## src/rtl/vga_text_renderer_pkg.sv

```systemverilog
// Shared definitions for the VGA text renderer.
//   PIPE_LATENCY : cycles from pixel inputs to RGB/sync outputs
//   CELL_SHIFT   : log2 of the 8x8 character cell size
//   COLOR_*      : 3-bit {R,G,B} constants
//   sideband_t   : per-pixel data carried alongside the memory fetches
package vga_text_renderer_pkg;

  localparam int PIPE_LATENCY = 5;
  localparam int CELL_SHIFT   = 3;

  localparam logic [2:0] COLOR_BLACK = 3'b000;
  localparam logic [2:0] COLOR_WHITE = 3'b111;

  typedef struct packed {
    logic [2:0] glyph_row;
    logic [2:0] glyph_col;
    logic       hsync;
    logic       vsync;
    logic       de;
    logic       cursor_hit;
  } sideband_t;

  // Flushed stage: blanked pixel with inactive (high) syncs.
  localparam sideband_t SIDEBAND_IDLE = '{
    glyph_row:  3'd0,
    glyph_col:  3'd0,
    hsync:      1'b1,
    vsync:      1'b1,
    de:         1'b0,
    cursor_hit: 1'b0
  };

endpackage

```

## src/rtl/vga_text_renderer_if.sv

```systemverilog
// Memory bus between the renderer and its text RAM / font ROM.
//   oTextAddr : text RAM read address (renderer drives)
//   iTextData : character code, valid one cycle after oTextAddr
//   oFontAddr : font ROM address {char, glyphRow} (renderer drives)
//   iFontData : glyph row bits, MSB = leftmost, valid one cycle after oFontAddr
// Both memories are synchronous read-only ports with no handshake: the
// renderer presents a new address every cycle and the memory must return
// the addressed data exactly one cycle later, unconditionally.
interface vga_text_renderer_if #(
  parameter int ADDR_WIDTH = 10
);
  logic [ADDR_WIDTH-1:0] oTextAddr;
  logic [7:0]            iTextData;
  logic [10:0]           oFontAddr;
  logic [7:0]            iFontData;

  modport master (output oTextAddr, output oFontAddr,
                  input  iTextData, input  iFontData);
  modport slave  (input  oTextAddr, input  oFontAddr,
                  output iTextData, output iFontData);
endinterface

```

## src/rtl/vga_text_renderer_blink.sv

```systemverilog
// Cursor blink timer.
//   Clock, Reset : pixel clock, synchronous active-high reset
//   iVSync       : vertical sync from the timing controller, active-low
//   oBlinkPhase  : cursor overlay enable, toggles every BLINK_FRAMES frames
// A frame is counted on each falling edge of iVSync.
module vga_blink_timer #(
  parameter int BLINK_FRAMES = 30
) (
  input  logic Clock,
  input  logic Reset,
  input  logic iVSync,
  output logic oBlinkPhase
);

  localparam int CNT_W = (BLINK_FRAMES > 1) ? $clog2(BLINK_FRAMES) : 1;
  localparam logic [CNT_W-1:0] LAST_FRAME = CNT_W'(BLINK_FRAMES - 1);

  logic [CNT_W-1:0] frame_cnt_q, frame_cnt_d;
  logic             phase_q, phase_d;
  logic             vsync_prev_q;
  logic             vsync_fall;

  always_comb begin
    vsync_fall  = vsync_prev_q & ~iVSync;
    frame_cnt_d = frame_cnt_q;
    phase_d     = phase_q;
    if (vsync_fall) begin
      if (frame_cnt_q == LAST_FRAME) begin
        frame_cnt_d = '0;
        phase_d     = ~phase_q;
      end else begin
        frame_cnt_d = frame_cnt_q + 1'b1;
      end
    end
  end

  // Reset also forces the previous-vsync register high, so an edge that
  // lines up with Reset is never counted.
  always_ff @(posedge Clock) begin
    if (Reset) begin
      frame_cnt_q  <= '0;
      phase_q      <= 1'b1;
      vsync_prev_q <= 1'b1;
    end else begin
      frame_cnt_q  <= frame_cnt_d;
      phase_q      <= phase_d;
      vsync_prev_q <= iVSync;
    end
  end

  assign oBlinkPhase = phase_q;

endmodule

```

## src/rtl/vga_text_renderer.sv

```systemverilog
// Text-mode pixel generator fed by the VGA timing controller.
//   Clock, Reset         : pixel clock, synchronous active-high reset
//   iCol, iRow           : current pixel position
//   iHSync, iVSync       : syncs (active-low), iDisplayEnable: visible area
//   iFgColor, iBgColor   : colours, sampled at the output stage only
//   iCursorCol/Row       : block cursor cell
//   mem                  : text RAM / font ROM bus (master side)
//   oRed/oGreen/oBlue    : pixel colour; oHSync/oVSync: syncs delayed 5 cycles
// Five-stage pipeline: 1 text address, 2 text RAM read, 3 font address,
// 4 font ROM read, 5 output pixel. All sideband travels with the pixel so
// every output lags its input by exactly five cycles.
module vga_text_renderer
  import vga_text_renderer_pkg::*;
#(
  parameter int X_WIDTH      = 8,
  parameter int Y_WIDTH      = 8,
  parameter int COLS         = 32,
  parameter int ADDR_WIDTH   = 10,
  parameter int BLINK_FRAMES = 30
) (
  input  logic                         Clock,
  input  logic                         Reset,
  input  logic [X_WIDTH-1:0]           iCol,
  input  logic [Y_WIDTH-1:0]           iRow,
  input  logic                         iHSync,
  input  logic                         iVSync,
  input  logic                         iDisplayEnable,
  input  logic [2:0]                   iFgColor,
  input  logic [2:0]                   iBgColor,
  input  logic [X_WIDTH-CELL_SHIFT-1:0] iCursorCol,
  input  logic [Y_WIDTH-CELL_SHIFT-1:0] iCursorRow,
  vga_text_renderer_if.master          mem,
  output logic                         oRed,
  output logic                         oGreen,
  output logic                         oBlue,
  output logic                         oHSync,
  output logic                         oVSync
);

  logic [X_WIDTH-CELL_SHIFT-1:0] char_col;
  logic [Y_WIDTH-CELL_SHIFT-1:0] char_row;
  logic [ADDR_WIDTH-1:0]         text_addr_d, text_addr_q;
  logic [10:0]                   font_addr_d, font_addr_q;
  sideband_t                     sb1_d;
  sideband_t                     sb_q [4];  // index 0..3 = stages 1..4
  logic                          pix_bit, pix_on, blink_phase;
  logic [2:0]                    rgb_d, rgb_q;
  logic                          hsync_q, vsync_q;

  vga_blink_timer #(.BLINK_FRAMES(BLINK_FRAMES)) u_blink (
    .Clock       (Clock),
    .Reset       (Reset),
    .iVSync      (iVSync),
    .oBlinkPhase (blink_phase)
  );

  always_comb begin
    char_col = iCol[X_WIDTH-1:CELL_SHIFT];
    char_row = iRow[Y_WIDTH-1:CELL_SHIFT];
    // Row-major cell index; the cast drops any bits beyond the RAM size.
    text_addr_d = ADDR_WIDTH'(32'(char_row) * 32'(COLS) + 32'(char_col));

    sb1_d.glyph_row  = iRow[CELL_SHIFT-1:0];
    sb1_d.glyph_col  = iCol[CELL_SHIFT-1:0];
    sb1_d.hsync      = iHSync;
    sb1_d.vsync      = iVSync;
    sb1_d.de         = iDisplayEnable;
    sb1_d.cursor_hit = (char_col == iCursorCol) && (char_row == iCursorRow);

    // Text RAM data belongs to the pixel currently in stage 2.
    font_addr_d = {mem.iTextData, sb_q[1].glyph_row};

    // Font ROM data belongs to the pixel currently in stage 4.
    pix_bit = mem.iFontData[3'd7 - sb_q[3].glyph_col];
    pix_on  = pix_bit ^ (sb_q[3].cursor_hit & blink_phase);
    rgb_d   = COLOR_BLACK;
    if (sb_q[3].de) rgb_d = pix_on ? iFgColor : iBgColor;
  end

  always_ff @(posedge Clock) begin
    if (Reset) begin
      text_addr_q <= '0;
      font_addr_q <= '0;
      for (int i = 0; i < 4; i++) sb_q[i] <= SIDEBAND_IDLE;
      rgb_q       <= COLOR_BLACK;
      hsync_q     <= 1'b1;
      vsync_q     <= 1'b1;
    end else begin
      text_addr_q <= text_addr_d;
      sb_q[0]     <= sb1_d;
      sb_q[1]     <= sb_q[0];
      font_addr_q <= font_addr_d;
      sb_q[2]     <= sb_q[1];
      sb_q[3]     <= sb_q[2];
      rgb_q       <= rgb_d;
      hsync_q     <= sb_q[3].hsync;
      vsync_q     <= sb_q[3].vsync;
    end
  end

  assign mem.oTextAddr = text_addr_q;
  assign mem.oFontAddr = font_addr_q;
  assign oRed   = rgb_q[2];
  assign oGreen = rgb_q[1];
  assign oBlue  = rgb_q[0];
  assign oHSync = hsync_q;
  assign oVSync = vsync_q;

endmodule

```

## src/flat_wrapper.sv

```systemverilog
// flat-port wrapper written by rule: the top's interface ports become plain ports
module vga_text_renderer_flat import vga_text_renderer_pkg::*;
#(
  parameter int X_WIDTH      = 8,
  parameter int Y_WIDTH      = 8,
  parameter int COLS         = 32,
  parameter int ADDR_WIDTH   = 10,
  parameter int BLINK_FRAMES = 30
)
  (Clock, Reset, iCol, iRow, iHSync, iVSync, iDisplayEnable, iFgColor, iBgColor, iCursorCol, iCursorRow, oRed, oGreen, oBlue, oHSync, oVSync, mem_oTextAddr, mem_oFontAddr, mem_iTextData, mem_iFontData);
  vga_text_renderer_if #(.ADDR_WIDTH(ADDR_WIDTH)) mem_i ();
  input  logic Clock;
  input  logic Reset;
  input  logic [X_WIDTH-1:0] iCol;
  input  logic [Y_WIDTH-1:0] iRow;
  input  logic iHSync;
  input  logic iVSync;
  input  logic iDisplayEnable;
  input  logic [2:0] iFgColor;
  input  logic [2:0] iBgColor;
  input  logic [X_WIDTH-CELL_SHIFT-1:0] iCursorCol;
  input  logic [Y_WIDTH-CELL_SHIFT-1:0] iCursorRow;
  output logic oRed;
  output logic oGreen;
  output logic oBlue;
  output logic oHSync;
  output logic oVSync;
  output wire logic [$bits(mem_i.oTextAddr)-1:0] mem_oTextAddr;
  output wire logic [$bits(mem_i.oFontAddr)-1:0] mem_oFontAddr;
  input wire logic [$bits(mem_i.iTextData)-1:0] mem_iTextData;
  input wire logic [$bits(mem_i.iFontData)-1:0] mem_iFontData;
  assign mem_oTextAddr = mem_i.oTextAddr;
  assign mem_oFontAddr = mem_i.oFontAddr;
  assign mem_i.iTextData = mem_iTextData;
  assign mem_i.iFontData = mem_iFontData;
  vga_text_renderer #(.X_WIDTH(X_WIDTH), .Y_WIDTH(Y_WIDTH), .COLS(COLS), .ADDR_WIDTH(ADDR_WIDTH), .BLINK_FRAMES(BLINK_FRAMES)) u_core (.Clock(Clock), .Reset(Reset), .iCol(iCol), .iRow(iRow), .iHSync(iHSync), .iVSync(iVSync), .iDisplayEnable(iDisplayEnable), .iFgColor(iFgColor), .iBgColor(iBgColor), .iCursorCol(iCursorCol), .iCursorRow(iCursorRow), .mem(mem_i), .oRed(oRed), .oGreen(oGreen), .oBlue(oBlue), .oHSync(oHSync), .oVSync(oVSync));
endmodule
```

## config.mk

```make
export PLATFORM = sky130hd
export DESIGN_NAME = vga_text_renderer_flat
export DESIGN_NICKNAME = d
export VERILOG_FILES = /design/src/rtl/vga_text_renderer_pkg.sv /design/src/rtl/vga_text_renderer_if.sv /design/src/rtl/vga_text_renderer_blink.sv /design/src/rtl/vga_text_renderer.sv /design/src/flat_wrapper.sv
export SDC_FILE = /design/constraint.sdc
export NUM_CORES = 1
export LEC_CHECK = 0
export CAP_MARGIN = 20
export CORE_ASPECT_RATIO = 0.5
export CORE_UTILIZATION = 46
export DETAILED_ROUTE_END_ITERATION = 16
export HOLD_SLACK_MARGIN = 0.08
export PLACE_DENSITY = 0.83
export SETUP_SLACK_MARGIN = 0.3
export SYNTH_ARGS = -nofsm -noshare
export SYNTH_HDL_FRONTEND = slang
export SYNTH_SLANG_ARGS = --single-unit
```

## constraint.sdc

```tcl
create_clock -name Clock -period 3 [get_ports Clock]
set_input_delay 0.3 -clock Clock [delete_from_list [all_inputs] [get_ports Clock]]
set_output_delay 0.3 -clock Clock [all_outputs]
set_load 0.03 [all_outputs]
```

=== After elaboration in Yosys (flattened, before gate mapping) ===
Memory sizes are Yosys's and may differ from the RTL's.
Index checks and enable logic that the tools add are counted.
Widths: inputs -> output; s select.

* Flip-flop bits (word level): 33
* Bits in writable memories: 40
* Logic and storage cells: 40
* Memories kept: 1

{| class="wikitable"
|+ Memories
! memory !! words !! width !! rd ports !! clocked after Yosys merged registers in !! write ports !! RTL line !! source
|-
| u_core.sb_q || 4 || 10 || 4 || 0 || 4 || vga_text_renderer.sv:45 || <nowiki>sideband_t sb_q [4];</nowiki>
|}

* Reductions and logical operators: 3
* Order comparisons: 1
* Equal/unequal tests: 3
* Muxes and demuxes: 11
* Add/subtract/negate cells: 3
* Bitwise operators: 10

{| class="wikitable"
|+ Operator list
! operator !! number
|-
| $mux 10 || 4
|-
| $add 10x5->10 || 1
|-
| $eq 5x5->1 || 2
|-
| $add 5x1->5 const B || 1
|-
| $eq 5x5->1 const B || 1
|-
| $mux 5 || 1
|-
| $lt 3x4->1 const B || 1
|-
| $mux 1 || 4
|-
| $or 1x1->1 || 4
|-
| $bmux 1 s3 || 1
|-
| $mux 3 || 1
|-
| $not 1->1 || 3
|-
| $sub 3x3->3 const A || 1
|-
| $and 1x1->1 || 2
|-
| $reduce_and 2->1 || 1
|-
| $reduce_or 2->1 || 1
|-
| $logic_and 1x1->1 || 1
|-
| $xor 1x1->1 || 1
|}

=== Logic depth before layout (Yosys ltp) ===
* Word-level depth: 5
* Depth in mapped cells: 6

=== Cells and area by module ===
From an unflattened synthesis, not the netlist that was laid out.

* Cell total of the unflattened synthesis: 184
* Area total of the unflattened synthesis: 2198.4 um^2

{| class="wikitable"
|+ By module, submodules not included
! module !! instances !! sequential area each (um^2) !! area each (um^2) !! cells an instance
|-
| vga_text_renderer || 1 || 1201.2 || 1838.0 || 151
|-
| vga_blink_timer || 1 || 140.1 || 360.3 || 33
|}

=== Worst setup path after synthesis ===
OpenSTA, ideal clock, no wires.

* Path kind: reg-to-reg
* From: memory u_core.sb_q[3][4] (netlist name)
* To: register u_core.rgb_q[0]
* Stages on the path, launching flop included: 5
* Library setup time: 59 ps
* Arrival: 1531 ps
* Path slack: 1410 ps
* Data required time: 2941 ps
* Cells stage by stage: dfxtp_1 > mux4_1 > mux2i_2 > mux2i_1 > a22o_1

{| class="wikitable"
|+ RTL lines
! element !! RTL line !! source
|-
| start: declaration || vga_text_renderer.sv:45 ||
|-
| end signal: assignment || vga_text_renderer.sv:95 || <nowiki>rgb_q <= rgb_d;</nowiki>
|-
| end: declaration || vga_text_renderer.sv:47 || <nowiki>logic [2:0] rgb_d, rgb_q;</nowiki>
|}

==> results.toml <==
[detailed_routing]
ant_nets = 0
drt_first_pass_iters = 10
wl_um = 3740
wire_per_inst_um = 11.8
routed_via_density = 4.37
drc_errors = 12
detail_route.iter0.violations = 43
via_count = 1391

[grt]
overflow = 0
grt_first_pass_wirelength_um = 6370
use_met2_pct = 32.3
met3_usage_pct = 8.09
use_met1_pct = 17.7
antenna_found_initial = 0
grt_usage_pct = 17.8
grt_busiest_layer = "met2"
grt_pass1_vias = 1398
grt_max_degree = 40

[yosys]
ys_types = 23
ys_seq_area_share_pct = 62.6
syn_nets = 235
yosys_register_bits = 66
yosysWarnings = 0
syn-cell-area_mm2 = 0.00211
synth_area_per_cell_um2 = 11.7
syn-instance-count = 180

[clock_network]
cts_made_buffers = 9
cts_setup_buffers = 0
cts_root_buffer = "clkbuf_8"
cts.sinks = 66
cts_buffer_depth = 2
h-tree-depth = 3
cts_resized = 0
cts_tree = "yes"
clk_latency_ns = 0.32
ctsHoldBuffers = 0
cts.clk_slew.worst_paths_ns = 0.07

[min_path]
holdCritPathClass = "flip-flop to flip-flop"
whs_path_depth = 1

[worst_setup_path]
path_cells = "mux4_1 > mux2i_2 > mux2i_1 > a22o_1"
crit_cells = 4
cp_slowest_cell = "mux4_1"
worstSetupStartpointType = "flip-flop"
critPathRequiredTime_ns = 3.27
crit_family = "multiplexers"
path_class = "flip-flop to flip-flop"
endpoint = "u_core.rgb_q[2]"
critPathLaunch = "u_core.sb_q[3][4]"
reg2reg_setup_slack_ns = 1.25
r2r_cells = 4
arrival_ns = 2.02
rr_startpoint = "u_core.sb_q[3][4]"
r2r-end = "u_core.rgb_q[2]"
path_buf_inv = 0
end_kind = "flip-flop"
crit_fanout = 3
slowest_delay_ns = 0.58

[die]
ios = 79
die_w_um = 97.8
dieArea_mm2 = 0.00488
die_y_um = 49.9
rows = 16
design.core.area_mm2 = 0.00414
initial_core_util_pct = 50.9

[timing]
grt_setup_unrepaired = "false"
setup_viol = 0
hold_viol = 0
fin_skew_ns = 0.00612
slew_headroom_pct = 58.1
period_minus_slack_ns = 1.75
setup_tns_ns = 0
slew_violations = 0
fmax_mhz = 572
max_slew.worst_pin.slew_ns = 0.629
timing.final.ws_setup_ns = 1.25
period_share_pct = 58.2

[place]
hpwl_um = 2680
port-buffer-count = 78
dpl_cell_area_mm2 = 0.00291
place_ws_ns = 0.942
gp_congestion = 0.731

[final_layout]
fin_nets = 315
syn_to_final_growth_pct = 47.7
diodes = 0
fin_area_mm2 = 0.00312
drive_gt1_share_pct = 10.2
final_util_pct = 75.2

[power]
p_per_area_mw_per_mm2 = 593
peakVddDrop_mv = 0.364
p_leak_nw = 1.22

[flow_run]
drv_cap = 0

[status]
violations = "design-rule violations"
status = "finished with violations"
kinds of logic (layout without fill, tap and decap cells):
| kind of cell | after synthesis | after routing | synth area share, % |
|---|---|---|---|
| AOI/OAI and AO/OA | 4 | 4 | 1.60 |
| xor gates and xnor gates | 15 | 15 | 6.22 |
| DFF | 66 | 66 | 62.6 |
| and+or+nand+nor | 77 | 77 | 21.8 |
| adders and majority gates | 2 | 2 | 1.19 |
| buffers and inverters | 11 | 95 | 2.49 |
| muxes | 5 | 5 | 4.09 |
placed cells by master, fill, tap and decap left out, types with 2 or more instances in the layout:
master and instances:
clkdlybuf4s50_1 77, dfxtp_1 66, nor2b_1 48, xor2_1 13
clkbuf_8 12, or2_2 10, nor2_1 5, nand2_1 4
nor4_1 3, a22o_1 3, nand4_1 2, xnor2_1 2
mux4_1 2, mux2i_1 2, ha_1 2
where the power goes:
| part | internal (mW) | switching, mW |
|---|---|---|
| Sequential | 0.909 | 0.00991 |
| Combinational | 0.112 | 0.0759 |
| Clock | 0.446 | 0.295 |
synthesized netlist by cell type (all sizes together):
| cell type | n | area (um2) |
|---|---|---|
| dfxtp | 66 | 1320 |
| nor2b | 48 | 300 |
| nand2 | 4 | 15.0 |
| nand4 | 2 | 12.5 |
| mux4 | 2 | 52.6 |
| or2 | 11 | 68.8 |
| nand2b | 1 | 6.26 |
| and2 | 1 | 6.26 |
| nand3 | 1 | 5.00 |
| ha | 2 | 25.0 |
| and4 | 1 | 8.76 |
| xnor2 | 2 | 17.5 |
| inv | 1 | 3.75 |
| a211oi | 1 | 7.51 |
| nor2 | 5 | 18.8 |
| nor4 | 3 | 18.8 |
| clkbuf | 7 | 26.3 |
| mux2i | 3 | 33.8 |
| buf | 3 | 22.5 |
| a22o | 3 | 26.3 |
| xor2 | 13 | 114 |
worst min path at each step:
| stage | start | endpoint | slack, ns |
|---|---|---|---|
| 2_1_floorplan | u_core.sb_q[3][3] | u_core.oHSync | 0.39 |
| 3_5_place_dp | u_core.sb_q[1][2] | u_core.sb_q[2][2] | 0.39 |
| 5_1_grt | u_core.sb_q[1][3] | u_core.sb_q[2][3] | 0.43 |
| 3_3_place_gp | u_core.sb_q[2][3] | u_core.sb_q[3][3] | 0.39 |
| 6_report | u_core.sb_q[1][2] | u_core.sb_q[2][2] | 0.41 |
| 4_1_cts | u_core.sb_q[1][2] | u_core.sb_q[2][2] | 0.41 |
state kept, by name, indices dropped and copies added, names as in the netlist:
register,count
u_core.oVSync,1
u_core.u_blink.frame_cnt_q,5
u_core.oHSync,1
u_core.u_blink.oBlinkPhase,1
u_core.sb_q,34
u_core.rgb_q,3
u_core.mem.oTextAddr,10
u_core.mem.oFontAddr,11
routing by layer:
metal  up-vias  wire length, um
met3         5              233
met2        34             1840
met4         0               66
met5         -                0
li1        726                -
met1       626             1600
area by class of cell:
class | instances | area (um2)
sequential | 66 | 1320
multi-input combinational | 103 | 737
tap | 54 | 67.6
inverter | 1 | 3.75
clock buffer | 13 | 169
timing repair buffer | 79 | 783
clock inverter | 2 | 35.0
fill | 285 | 1030
per-stage QoR:
| step | std cells | hold slack, ns | total power, mW |
|---|---|---|---|
| after floorplan | 180 | 0.389 | 1.02 |
| after global placement | 303 | 0.392 | 1.12 |
| after detailed placement | 303 | 0.395 | 1.13 |
| after CTS | 318 | 0.411 | 1.88 |
| after global routing | 318 | 0.433 | 1.93 |
| final | 318 | 0.409 | 1.85 |
Power figures use the tool's default switching activity.
==> edit: new RTL, config.mk and constraints unchanged <==
`font_addr_q` no longer has a reset.
--- a/src/rtl/vga_text_renderer.sv
+++ b/src/rtl/vga_text_renderer.sv
@@ -82,3 +82,2 @@
       text_addr_q <= '0;
-      font_addr_q <= '0;
       for (int i = 0; i < 4; i++) sb_q[i] <= SIDEBAND_IDLE;
@@ -91,3 +90,2 @@
       sb_q[1]     <= sb_q[0];
-      font_addr_q <= font_addr_d;
       sb_q[2]     <= sb_q[1];
@@ -98,2 +96,6 @@
     end
+  end
+
+  always_ff @(posedge Clock) begin
+    font_addr_q <= font_addr_d;
   end
Behaviour: not the same (a bounded check fails within 4 cycles, from zero or initial values and one cycle with Reset high).
==> edit against the original RTL <==
Sequential share of layout area rose by 1.4 points. Setup slack worse by 14 ps. Synthesized area shrank 4.5%. Non-clock buffer count unchanged. Fmax shrank 0.79%. Global-route usage about the same. Die area fell by 4.4%. Routed wire length is 3.2% lower. Count of clock-buffer cells in the layout down 2. Cell area down 3.1%. Total power shrank 6.3%. Sequential cell count stayed put.
==> edit: results (changes against the original RTL) <==
Outcome
  – Outcome: finished, final reports clean

Global route
  – First-pass GRT wire length: 6110 um (-4.1%)
  – Vias in the first global route: 1424 (+1.9%)
  – GRT Util Overall: 0.178 (about the same)
  – Largest net degree at the start of global routing: 50 (+25%)

Drt
  – Vias per cell: 4.47 (+2.3%)
  – 1st-pass router iterations: 4 (-6)
  – WL/cell: 11.8 um (about the same)
  – Starting DRC count in detailed routing: 37 (-14%)

Yosys
  – Synth unique cells: 22 (-4.3%)
  – Area contributors post-synth: dfxtp_1 66%, nor2b_1 11%, xor2_1 5.6%, or2_2 3.1%, mux4_1 2.6%
  – Sequential share of the synthesized area: 0.655 (+0.0295)
  – Synth top cells by count: 66 x dfxtp_1, 37 x nor2b_1, 13 x xor2_1
  – Mapped Nets: 220 (-6.4%)

Layout
  – Final net count: 304 (-3.5%)
  – Share of post-route cells with drive strength above 1: 0.106 (+0.00403)
  – Diode count: 0 (unchanged)
  – Most flop-heavy register: u_core.sb_q

Placement
  – GPL Wtd Cong: 0.711 (-2.7%)
  – DPL Wire Length: 2540 um (-5.1%)

CTS
  – Worst-path clk slew: 70 ps (about the same)
  – Total CTS buffers: 9 (unchanged)

Power and ir drop
  – Pleak: 1.18 nW (-3.4%)
  – Peak VDD IR: 407 uV (+12%)

Timing
  – Worst Clk Skew: 2.75 ps (-3.37 ps)
  – Least-Margin Pin Slew: 473 ps (-156 ps)

Worst setup path
  – Worst Path Arrival: 2040 ps (+20 ps)

Hold path
  – Min-Delay Startpoint: u_core.sb_q[1][9]$_SDFF_PP0_
## edit: cell count changes after synthesis
cell / change
nor2b_1: -11
buf_4: -3
clkbuf_1: -1
## edit: metrics by stage
stage	util	cells	hold slack [ps]	worst slack, ps	cell area [um2]
after floorplan	-	165	310	1410	2020
after global placement	0.705	292	310	1060	2850
after detailed placement	0.705	292	320	974	2850
after CTS	0.747	308	336	1250	3020
after global routing	0.747	308	346	1130	3020
final	0.747	308	331	1240	3020
## edit: final cells by class
cell class / instances / area (um2)
well taps: 54 / 67.6
clock inverters: 5 / 30.0
flip-flops and latches: 66 / 1320
inverters: 1 / 3.75
clock buffers: 11 / 141
multi-input cells: 92 / 668
repair buffers: 79 / 788
fillers: 289 / 1020
## edit: cells by family after synthesis
family | share of synthesized area
AND/OR/NAND/NOR | 0.194
multiplexers | 0.0428
buffers and inverters | 0.0130
adder cells (fa/ha/maj) | 0.0124
flip-flops | 0.655
AO/OA/AOI/OAI | 0.0168
XOR/XNOR | 0.0652
## edit: per-layer routing
layer	vias to the layer above	GRT usage	wire length (um)
met5	-	0	0
met4	0	0.0896	54
met3	7	0.0654	175
met2	33	0.312	1910
met1	642	0.187	1480
li1	696	-	-
## edit: path summary, 6_finish.rpt
check	to	slack, ps	depth (start not counted)
worst max register to register	u_core.rgb_q[0]$_SDFF_PP0_	1240	4
worst min register to register	u_core.mem.oFontAddr[2]$_DFF_P_	330	0
worst max-delay path	u_core.rgb_q[0]$_SDFF_PP0_	1240	4
worst min-delay path	u_core.mem.oFontAddr[2]$_DFF_P_	330	0
## edit: power by group
part	switching, mW	internal (mW)
clock	0.311	0.318
sequential	0.00982	0.909
combinational	0.0741	0.111
total	0.394	1.34
## edit: critical path, stage by stage (launching register included)
cell	delay, ps
dfxtp_1	370
mux4_1	580
mux2i_2	230
mux2i_1	330
a22o_1	190
